==> src/rtl/umem_arb_pkg.sv <==
// Shared types and default widths for the unified-memory arbiter.
//   state_e : sequencer states (IDLE, REQ, RESP)
//   owner_e : which port owns the outstanding transaction
package umem_arb_pkg;

  localparam int unsigned AW_DEF          = 32;
  localparam int unsigned DW_DEF          = 32;
  localparam int unsigned MAX_D_BURST_DEF = 4;
  localparam int unsigned TIMEOUT_DEF     = 16;

  typedef enum logic [1:0] {
    IDLE = 2'd0,
    REQ  = 2'd1,
    RESP = 2'd2
  } state_e;

  typedef enum logic {
    OWN_IF = 1'b0,
    OWN_D  = 1'b1
  } owner_e;

endpackage

==> src/rtl/umem_wdog.sv <==
// Transaction watchdog: counts cycles while enabled and flags the edge on
// which the count reaches TIMEOUT. TIMEOUT = 0 disables it.
//   clk, rst  : clock, synchronous active-high reset
//   clr       : zero the count (transaction start)
//   en        : count this cycle (transaction in flight)
//   expire_c  : combinational, count reaches TIMEOUT on this edge
module umem_wdog
  import umem_arb_pkg::*;
#(
  parameter int unsigned TIMEOUT = TIMEOUT_DEF
) (
  input  logic clk,
  input  logic rst,
  input  logic clr,
  input  logic en,
  output logic expire_c
);

  localparam int unsigned CW = (TIMEOUT > 1) ? $clog2(TIMEOUT + 1) : 1;

  logic [CW-1:0] cnt_q;

  // Cycle counter; holds once expired until the next clear.
  always_ff @(posedge clk) begin
    if (rst) begin
      cnt_q <= '0;
    end else if (clr) begin
      cnt_q <= '0;
    end else if (en && !expire_c) begin
      cnt_q <= cnt_q + CW'(1);
    end
  end

  assign expire_c = (TIMEOUT != 0) && en && (cnt_q == CW'(TIMEOUT - 1));

endmodule

==> src/rtl/umem_arbiter.sv <==
// Arbiter/sequencer sharing one single-ported variable-latency memory
// between the fetch port (if_*) and the load/store port (d_*). One
// transaction in flight; data has priority, but fetch is forced after
// MAX_D_BURST back-to-back data grants while fetch waits. A watchdog
// aborts a transaction that stalls for TIMEOUT cycles.
//   if_req/if_addr -> if_gnt, if_rvalid, if_rdata     fetch port
//   d_req/d_we/d_addr/d_wdata/d_be -> d_gnt, d_rvalid, d_rdata
//   m_req/m_we/m_addr/m_wdata/m_be <- m_gnt, m_rvalid, m_rdata
//   err : one-cycle pulse on watchdog abort
module umem_arbiter
  import umem_arb_pkg::*;
#(
  parameter int unsigned AW          = AW_DEF,
  parameter int unsigned DW          = DW_DEF,
  parameter int unsigned MAX_D_BURST = MAX_D_BURST_DEF,
  parameter int unsigned TIMEOUT     = TIMEOUT_DEF
) (
  input  logic            clk,
  input  logic            rst,
  input  logic            if_req,
  input  logic [AW-1:0]   if_addr,
  output logic            if_gnt,
  output logic            if_rvalid,
  output logic [DW-1:0]   if_rdata,
  input  logic            d_req,
  input  logic            d_we,
  input  logic [AW-1:0]   d_addr,
  input  logic [DW-1:0]   d_wdata,
  input  logic [DW/8-1:0] d_be,
  output logic            d_gnt,
  output logic            d_rvalid,
  output logic [DW-1:0]   d_rdata,
  output logic            m_req,
  output logic            m_we,
  output logic [AW-1:0]   m_addr,
  output logic [DW-1:0]   m_wdata,
  output logic [DW/8-1:0] m_be,
  input  logic            m_gnt,
  input  logic            m_rvalid,
  input  logic [DW-1:0]   m_rdata,
  output logic            err
);

  localparam int unsigned BW  = DW / 8;
  localparam int unsigned BCW = (MAX_D_BURST > 0) ? $clog2(MAX_D_BURST + 1) : 1;

  state_e          state_q, state_d;
  owner_e          owner_q, owner_d;
  logic [BCW-1:0]  burst_q, burst_d;

  logic            if_gnt_d, if_rvalid_d, d_gnt_d, d_rvalid_d, err_d;
  logic [DW-1:0]   if_rdata_d, d_rdata_d;
  logic            m_req_d, m_we_d;
  logic [AW-1:0]   m_addr_d;
  logic [DW-1:0]   m_wdata_d;
  logic [BW-1:0]   m_be_d;

  logic            pick_if_c, rsp_fire_c, wd_clr_c, wd_en_c, wd_exp_c;
  logic [DW-1:0]   rsp_data_c;

  assign wd_en_c = (state_q != IDLE);

  umem_wdog #(.TIMEOUT(TIMEOUT)) u_wdog (
    .clk      (clk),
    .rst      (rst),
    .clr      (wd_clr_c),
    .en       (wd_en_c),
    .expire_c (wd_exp_c)
  );

  // Next state, arbitration and registered-output next values.
  always_comb begin
    state_d     = state_q;
    owner_d     = owner_q;
    burst_d     = burst_q;
    if_gnt_d    = 1'b0;
    d_gnt_d     = 1'b0;
    if_rvalid_d = 1'b0;
    d_rvalid_d  = 1'b0;
    err_d       = 1'b0;
    if_rdata_d  = if_rdata;
    d_rdata_d   = d_rdata;
    m_req_d     = m_req;
    m_we_d      = m_we;
    m_addr_d    = m_addr;
    m_wdata_d   = m_wdata;
    m_be_d      = m_be;
    pick_if_c   = 1'b0;
    rsp_fire_c  = 1'b0;
    rsp_data_c  = '0;
    wd_clr_c    = 1'b0;

    case (state_q)
      IDLE: begin
        if (if_req || d_req) begin
          pick_if_c = if_req && (!d_req || (burst_q == BCW'(MAX_D_BURST)));
          state_d   = REQ;
          m_req_d   = 1'b1;
          wd_clr_c  = 1'b1;
          if (pick_if_c) begin
            owner_d   = OWN_IF;
            if_gnt_d  = 1'b1;
            m_we_d    = 1'b0;
            m_addr_d  = if_addr;
            m_wdata_d = '0;
            m_be_d    = '1;
            burst_d   = '0;
          end else begin
            owner_d   = OWN_D;
            d_gnt_d   = 1'b1;
            m_we_d    = d_we;
            m_addr_d  = d_addr;
            m_wdata_d = d_wdata;
            m_be_d    = d_be;
            // Only back-to-back data grants that starve a waiting fetch count.
            if (!if_req) begin
              burst_d = '0;
            end else if (burst_q != BCW'(MAX_D_BURST)) begin
              burst_d = burst_q + BCW'(1);
            end
          end
        end
      end
      REQ: begin
        // Timeout wins over a same-edge grant; a response here is ignored.
        if (wd_exp_c) begin
          m_req_d    = 1'b0;
          err_d      = 1'b1;
          rsp_fire_c = 1'b1;
          state_d    = IDLE;
        end else if (m_gnt) begin
          m_req_d = 1'b0;
          state_d = RESP;
        end
      end
      RESP: begin
        // A real response on the expiry edge still completes normally.
        if (m_rvalid) begin
          rsp_fire_c = 1'b1;
          rsp_data_c = m_we ? '0 : m_rdata;
          state_d    = IDLE;
        end else if (wd_exp_c) begin
          err_d      = 1'b1;
          rsp_fire_c = 1'b1;
          state_d    = IDLE;
        end
      end
      default: begin
        state_d = IDLE;
        m_req_d = 1'b0;
      end
    endcase

    // Route the response to the owner; the other port's rdata holds.
    if (rsp_fire_c) begin
      if (owner_q == OWN_IF) begin
        if_rvalid_d = 1'b1;
        if_rdata_d  = rsp_data_c;
      end else begin
        d_rvalid_d = 1'b1;
        d_rdata_d  = rsp_data_c;
      end
    end
  end

  // State and output registers.
  always_ff @(posedge clk) begin
    if (rst) begin
      state_q   <= IDLE;
      owner_q   <= OWN_IF;
      burst_q   <= '0;
      if_gnt    <= 1'b0;
      if_rvalid <= 1'b0;
      if_rdata  <= '0;
      d_gnt     <= 1'b0;
      d_rvalid  <= 1'b0;
      d_rdata   <= '0;
      m_req     <= 1'b0;
      m_we      <= 1'b0;
      m_addr    <= '0;
      m_wdata   <= '0;
      m_be      <= '0;
      err       <= 1'b0;
    end else begin
      state_q   <= state_d;
      owner_q   <= owner_d;
      burst_q   <= burst_d;
      if_gnt    <= if_gnt_d;
      if_rvalid <= if_rvalid_d;
      if_rdata  <= if_rdata_d;
      d_gnt     <= d_gnt_d;
      d_rvalid  <= d_rvalid_d;
      d_rdata   <= d_rdata_d;
      m_req     <= m_req_d;
      m_we      <= m_we_d;
      m_addr    <= m_addr_d;
      m_wdata   <= m_wdata_d;
      m_be      <= m_be_d;
      err       <= err_d;
    end
  end

endmodule

==> config.mk <==
export PLATFORM = sky130hd
export DESIGN_NAME = umem_arbiter
export DESIGN_NICKNAME = d
export VERILOG_FILES = /design/src/rtl/umem_arb_pkg.sv /design/src/rtl/umem_wdog.sv /design/src/rtl/umem_arbiter.sv
export SDC_FILE = /design/constraint.sdc
export NUM_CORES = 1
export LEC_CHECK = 0
export BUFFER_PORTS_ARGS = -buffer_cell sky130_fd_sc_hd__buf_2
export CORE_MARGIN = 4
export CORE_UTILIZATION = 50
export DETAILED_ROUTE_END_ITERATION = 10
export PLACE_DENSITY = 0.95
export SLEW_MARGIN = 20
export SYNTH_ARGS = -nofsm -noshare
export SYNTH_HDL_FRONTEND = slang
export SYNTH_SLANG_ARGS = --single-unit
==> constraint.sdc <==
create_clock -name clk -period 4.24 [get_ports clk]
set_input_delay 1.272 -clock clk [delete_from_list [all_inputs] [get_ports clk]]
set_output_delay 1.272 -clock clk [all_outputs]
set_load 0.01 [all_outputs]
[After elaboration in Yosys (flattened, before gate mapping)]
Cells that the tools add are included.
Storage, ports and cells
  register bits after elaboration: 150
  input bits: 139
  output and inout bits: 139
  word-level logic and storage cells: 81
Operators by class
  add/subtract/negate cells: 2
  eq/ne operators: 9
  mux-type cells: 31
  bitwise logic cells: 5
  reductions and logical operators: 18
Operator list (number)
  32-bit 2-to-1 mux: 5
  1-bit 2-to-1 mux: 13
  2-bit 2-to-1 mux: 5
  3-bit 2-to-1 mux: 3
  3-bit AND reduction: 3
  3-bit by 2-bit != test with 1-bit output (second input constant): 2
  2-bit case mux with 3 select lines: 1
  2-bit AND reduction: 3
  5-bit by 1-bit adder with 5-bit output (second input constant): 1
  5-bit by 4-bit equality test with 1-bit output (second input constant): 1
  1-bit inverter: 5
  4-bit 2-to-1 mux: 1
  1-bit case mux with 2 select lines: 2
  2-bit OR reduction: 2
  3-bit by 1-bit adder with 3-bit output (second input constant): 1
  3-bit equality test (second input constant): 1
  1-bit logical AND: 3
  3-bit by 1-bit != test with 1-bit output (second input constant): 1
  3-bit != test (second input constant): 1
  1-bit case mux with 3 select lines: 1
  3-bit OR reduction: 1
  2-bit by 1-bit equality test with 1-bit output (second input constant): 1
  2-bit equality test (second input constant): 1
  1-bit zero test: 2
  other kinds (4): 5

[Longest topological paths before layout]
  depth in word-level cells: 7
  gate-level depth with buffers: 9
  depth with buffers taken out: 7

[Hierarchy]
Synthesis repeated with hierarchy kept, for this count alone.
Second synthesis, totals
  cell total of the unflattened synthesis: 524
  area total of the unflattened synthesis: 5665.4 um^2
Modules (own cells, without submodules)
  umem_arbiter: times used 1, cells each 497, area each 5416.4 um^2, seq. area each 2902.8 um^2
  umem_wdog: times used 1, cells each 27, area each 249.0 um^2, seq. area each 100.1 um^2

[Worst setup path after synthesis]
OpenSTA, ideal clock, no wires.
  path kind: input to register
  start: in if_req
  end: reg m_wdata[14]
  setup time: 0.059 ns
  arrival time: 2.213 ns
  data required time: 4.181 ns
  slack: 1.969 ns
  stages on the path: 6
  buffers on the path: 2
  path through: buf_2 -> nand3_1 -> nand3_2 -> nor2_2 -> buf_1 -> a22o_1
Between the ends
  word-level cells in the longest chain between the ends: 2
  elaborated cells on any way between the ends: 4
  classes of those cells: 1 x mux; 3 x reduce/logical
RTL lines
  start, declared: line umem_arbiter.sv:20  | input logic if_req,
  1-bit logical AND / 1-bit logical OR (equally long branches): line umem_arbiter.sv:96, umem_arbiter.sv:95
  32-bit 2-to-1 mux / 2-bit AND reduction (equally long branches)
  end signal, assigned: line umem_arbiter.sv:197  | m_wdata <= m_wdata_d;
  end, declared: line umem_arbiter.sv:36  | output logic [DW-1:0] m_wdata,
Several ways; a longest one is shown, not always the timed one.
A chain may end at the register's enable or synchronous reset.

[Final worst setup path]
  start: reg u_wdog.cnt_q[0]
  end: reg d_rdata[27]
Between the ends
  word-level cells in the longest chain between the ends: 6
RTL lines
  start, declared: line umem_wdog.sv:21  | logic [CW-1:0] cnt_q;
  start signal, assigned: line umem_wdog.sv:30  | cnt_q <= cnt_q + CW'(1);
  5-bit by 4-bit equality test with 1-bit output (*): line umem_wdog.sv:34  | assign expire_c = (TIMEOUT != 0) && en && (cnt_q == CW'(TIMEOUT - 1));
  1-bit logical AND (*): line umem_wdog.sv:34
  1-bit 2-to-1 mux (*): line umem_arbiter.sv:126, umem_arbiter.sv:142
  1-bit 2-to-1 mux: line umem_arbiter.sv:138  | if (m_rvalid) begin
  1-bit case mux with 2 select lines (*): line umem_arbiter.sv:93  | case (state_q)
  2-bit AND reduction (no source line) (*)
  end signal, assigned: line umem_arbiter.sv:193  | d_rdata <= d_rdata_d;
  end, declared: line umem_arbiter.sv:32  | output logic [DW-1:0] d_rdata,
Mark *: on every way between the ends. The rest lies on a longest branch, timed or not.

==> results.py <==
metrics = {
    "sta": {
        "maxSlewHeadroom": 0.325,
        "setup_tns_ns": 0,
        "finClkSkew_ns": 0.00788,
        "finalHoldViolCount": 0,
        "holdWs_ns": 0.469,
        "rsz0062_at_grt": "no",
        "finalSetupViolations": 0,
        "max_freq_mhz": 402,
        "max_slew.worst_pin.slew_ns": 1.01,
        "fin_crit_sh": 0.587,
        "min_period_ns": 2.49,
        "setup_ws_ns": 1.75,
        "final_max_slew_viol_count": 0,
    },
    "yosys": {
        "synthCells": 536,
        "synth-seq-area-share": 0.515,
        "synthesis.area_sq_um": 5830,
        "ys_types": 42,
        "synthFlopType": "dfxtp_1",
        "yosysWarnings": 0,
        "ys_seq_elements": 150,
        "synth-edff-count": 0,
        "avgSynthCellArea_sq_um": 10.9,
        "synth_top_area_frac": 0.515,
        "synth_top_area_cell": "dfxtp_1",
        "synth_area_leaders": "dfxtp_1 (52%), mux2i_1 (11%), a22o_1 (9.6%)",
        "synth-async-reset-ratio": 0,
        "syn-num-nets": 683,
    },
    "clock_tree": {
        "htreeDepth": 4,
        "cts_hold_buf": 0,
        "clock_path_buffers": 2,
        "clk_pin_slew_ns": 0.05,
        "clk_latency_ns": 0.41,
        "cts_root_buffer": "clkbuf_16",
        "cts_buffers": 17,
        "post_cts_buffers": 0,
        "cts_resized": 0,
        "cts_sinks": 150,
        "cts_tree": "yes",
    },
    "min_path": {
        "hp-class": "flop to flop",
    },
    "job": {
        "maxCapViolations": 0,
    },
    "setup_path": {
        "cpMaxStageDelayCell": "and3_2",
        "crit_buf_inv": 0,
        "startpoint_type": "flop",
        "worstPathCellList": "ha_1 > and3_1 > ha_1 > nand2b_4 > o21ai_2 > and3_2 > mux2i_1",
        "crit_family": "simple AND/OR/NAND/NOR gates",
        "worstPathMaxFanout": 32,
        "crit_path_end_kind": "flop",
        "slowest_delay_ns": 0.88,
        "crit_top_cell": "ha_1",
        "worstPathArrival_ns": 2.81,
        "criticalPathCategory": "flop to flop",
        "cp_data_required_time_ns": 4.56,
        "r2r_setup_slack_ns": 1.75,
    },
    "floorplanning": {
        "fp-row-count": 39,
        "initial_core_util": 0.511,
        "core_sq_um": 11400,
        "dieWidth_um": 116,
        "die_y_um": 116,
        "io_pins": 278,
        "dieArea_sq_um": 13500,
    },
    "routing": {
        "vias": 5013,
        "via_per_inst": 5.24,
        "wl_um": 15700,
        "drc": 0,
        "avgRoutedWirePerCell_um": 16.4,
        "dr.pass1.iters": 5,
        "drt-initial-drc-count": 351,
        "drtAntennaViolNets": 0,
    },
    "place": {
        "dp_hpwl_um": 11600,
        "pre_cts_ws_ns": 1.09,
        "gp_congestion": 0.822,
        "place_inst": 923,
        "io_buffer_count": 277,
        "placed_cell_area_sq_um": 7170,
    },
    "finish": {
        "finish.net_count": 947,
        "final_util": 0.683,
        "layout.cells.non_filler": 956,
        "drive_above_1_share": 0.399,
        "antennaDiodeCount": 0,
        "stdcell_area_sq_um": 7790,
        "syn2layout_area_growth_pct": 33.7,
    },
    "global_routing": {
        "grt_max_degree": 78,
        "grt_pass1_wl_um": 23500,
        "grt_usage": 0.224,
        "grt_pass1_vias": 4755,
        "grt_antenna_before_repair": 0,
        "grt.overflow.total": 0,
    },
    "pwr": {
        "ir_worst_vdd_mv": 0.313,
        "power_mw": 3.74,
        "p_leak_nw": 4.05,
        "p_per_area_nw_per_um2": 479,
    },
    "outcome": {
        "outcome": "finished, final reports clean",
    },
}
sequential cells by signal (all words and copies together) (netlist names), 2 cells and up:
signal and flops:
m_addr 32, m_be 4, burst_q 3, state_q 2
m_wdata 32, d_rdata 32, u_wdog.cnt_q 5, if_rdata 32
path summary, 6_finish.rpt:
path | startpoint | endpoint | depth (start not counted)
worst max-delay path | u_wdog.cnt_q[0]$_SDFFE_PP0P_ | d_rdata[27]$_SDFFE_PP0P_ | 7
worst max register to register | u_wdog.cnt_q[0]$_SDFFE_PP0P_ | d_rdata[27]$_SDFFE_PP0P_ | 7
worst min register to register | m_wdata[0]$_SDFFE_PP0P_ | m_wdata[0]$_SDFFE_PP0P_ | 1
worst min-delay path | m_wdata[0]$_SDFFE_PP0P_ | m_wdata[0]$_SDFFE_PP0P_ | 1
layout make-up:
| type | instances | area, sq um |
|---|---|---|
| fill | 844 | 3620 |
| tap | 143 | 179 |
| timing repair buffer | 284 | 1450 |
| clock buffer | 20 | 447 |
| multi-input combinational | 339 | 2530 |
| clock inverter | 12 | 153 |
| inverter | 8 | 30.0 |
| sequential | 150 | 3000 |
layer usage:
metal  vias up  share of wire  GRT usage
met1      2349           0.38      0.249
met5         -              0          0
met4         0          0.026      0.112
met2       229           0.50      0.378
met3        26          0.093     0.0799
li1       2409              -          -
cells by family after synthesis:
family                     after synthesis  share of synthesized area
xor gates and xnor gates                 3                    0.00451
adders and majority gates                8                     0.0172
AOI/OAI and AO/OA                      116                      0.160
DFF                                    150                      0.515
muxes                                   66                      0.113
buffers and inverters                   47                     0.0539
and+or+nand+nor                        146                      0.136
report_power, final:
part           leakage (nW)  internal (mW)  switching [mW]
Clock                 0.294          0.941           0.558
Sequential             1.22           1.54          0.0709
Combinational          2.53          0.288           0.343
Total                  4.05           2.76           0.972
cells in the mapped netlist, drive strengths merged, types with 2 or more instances:
cell and count:
dfxtp 150, nand2b 68, mux2i 66, a22o 64, nand2 38, a21o 32, buf 29, nor2 19
clkbuf 10, ha 8, inv 8, nor3 7, o21ai 7, a21oi 4, a211oi 3, nand3b 3
and3 2, nand3 2, nor3b 2, xor2 2
worst register-to-register path, delay by kind of cell (launching register included):
| kind | cells | cell delay, ns |
|---|---|---|
| adders and majority gates | 2 | 0.44 |
| and+or+nand+nor | 3 | 1.14 |
| DFF | 1 | 0.36 |
| muxes | 1 | 0.31 |
| AOI/OAI and AO/OA | 1 | 0.17 |
layout by cell type, fill, tap and decap left out, types with 17 or more instances in the layout:
| master | netlist | layout |
|---|---|---|
| a22o_1 | 64 | 64 |
| nand2_1 | 38 | 38 |
| clkbuf_16 | 0 | 17 |
| buf_2 | 11 | 277 |
| dfxtp_1 | 150 | 150 |
| nor2_1 | 17 | 17 |
| a21o_1 | 32 | 32 |
| mux2i_1 | 66 | 66 |
| nand2b_1 | 67 | 67 |
No activity file was read; power rests on OpenSTA's default activity.
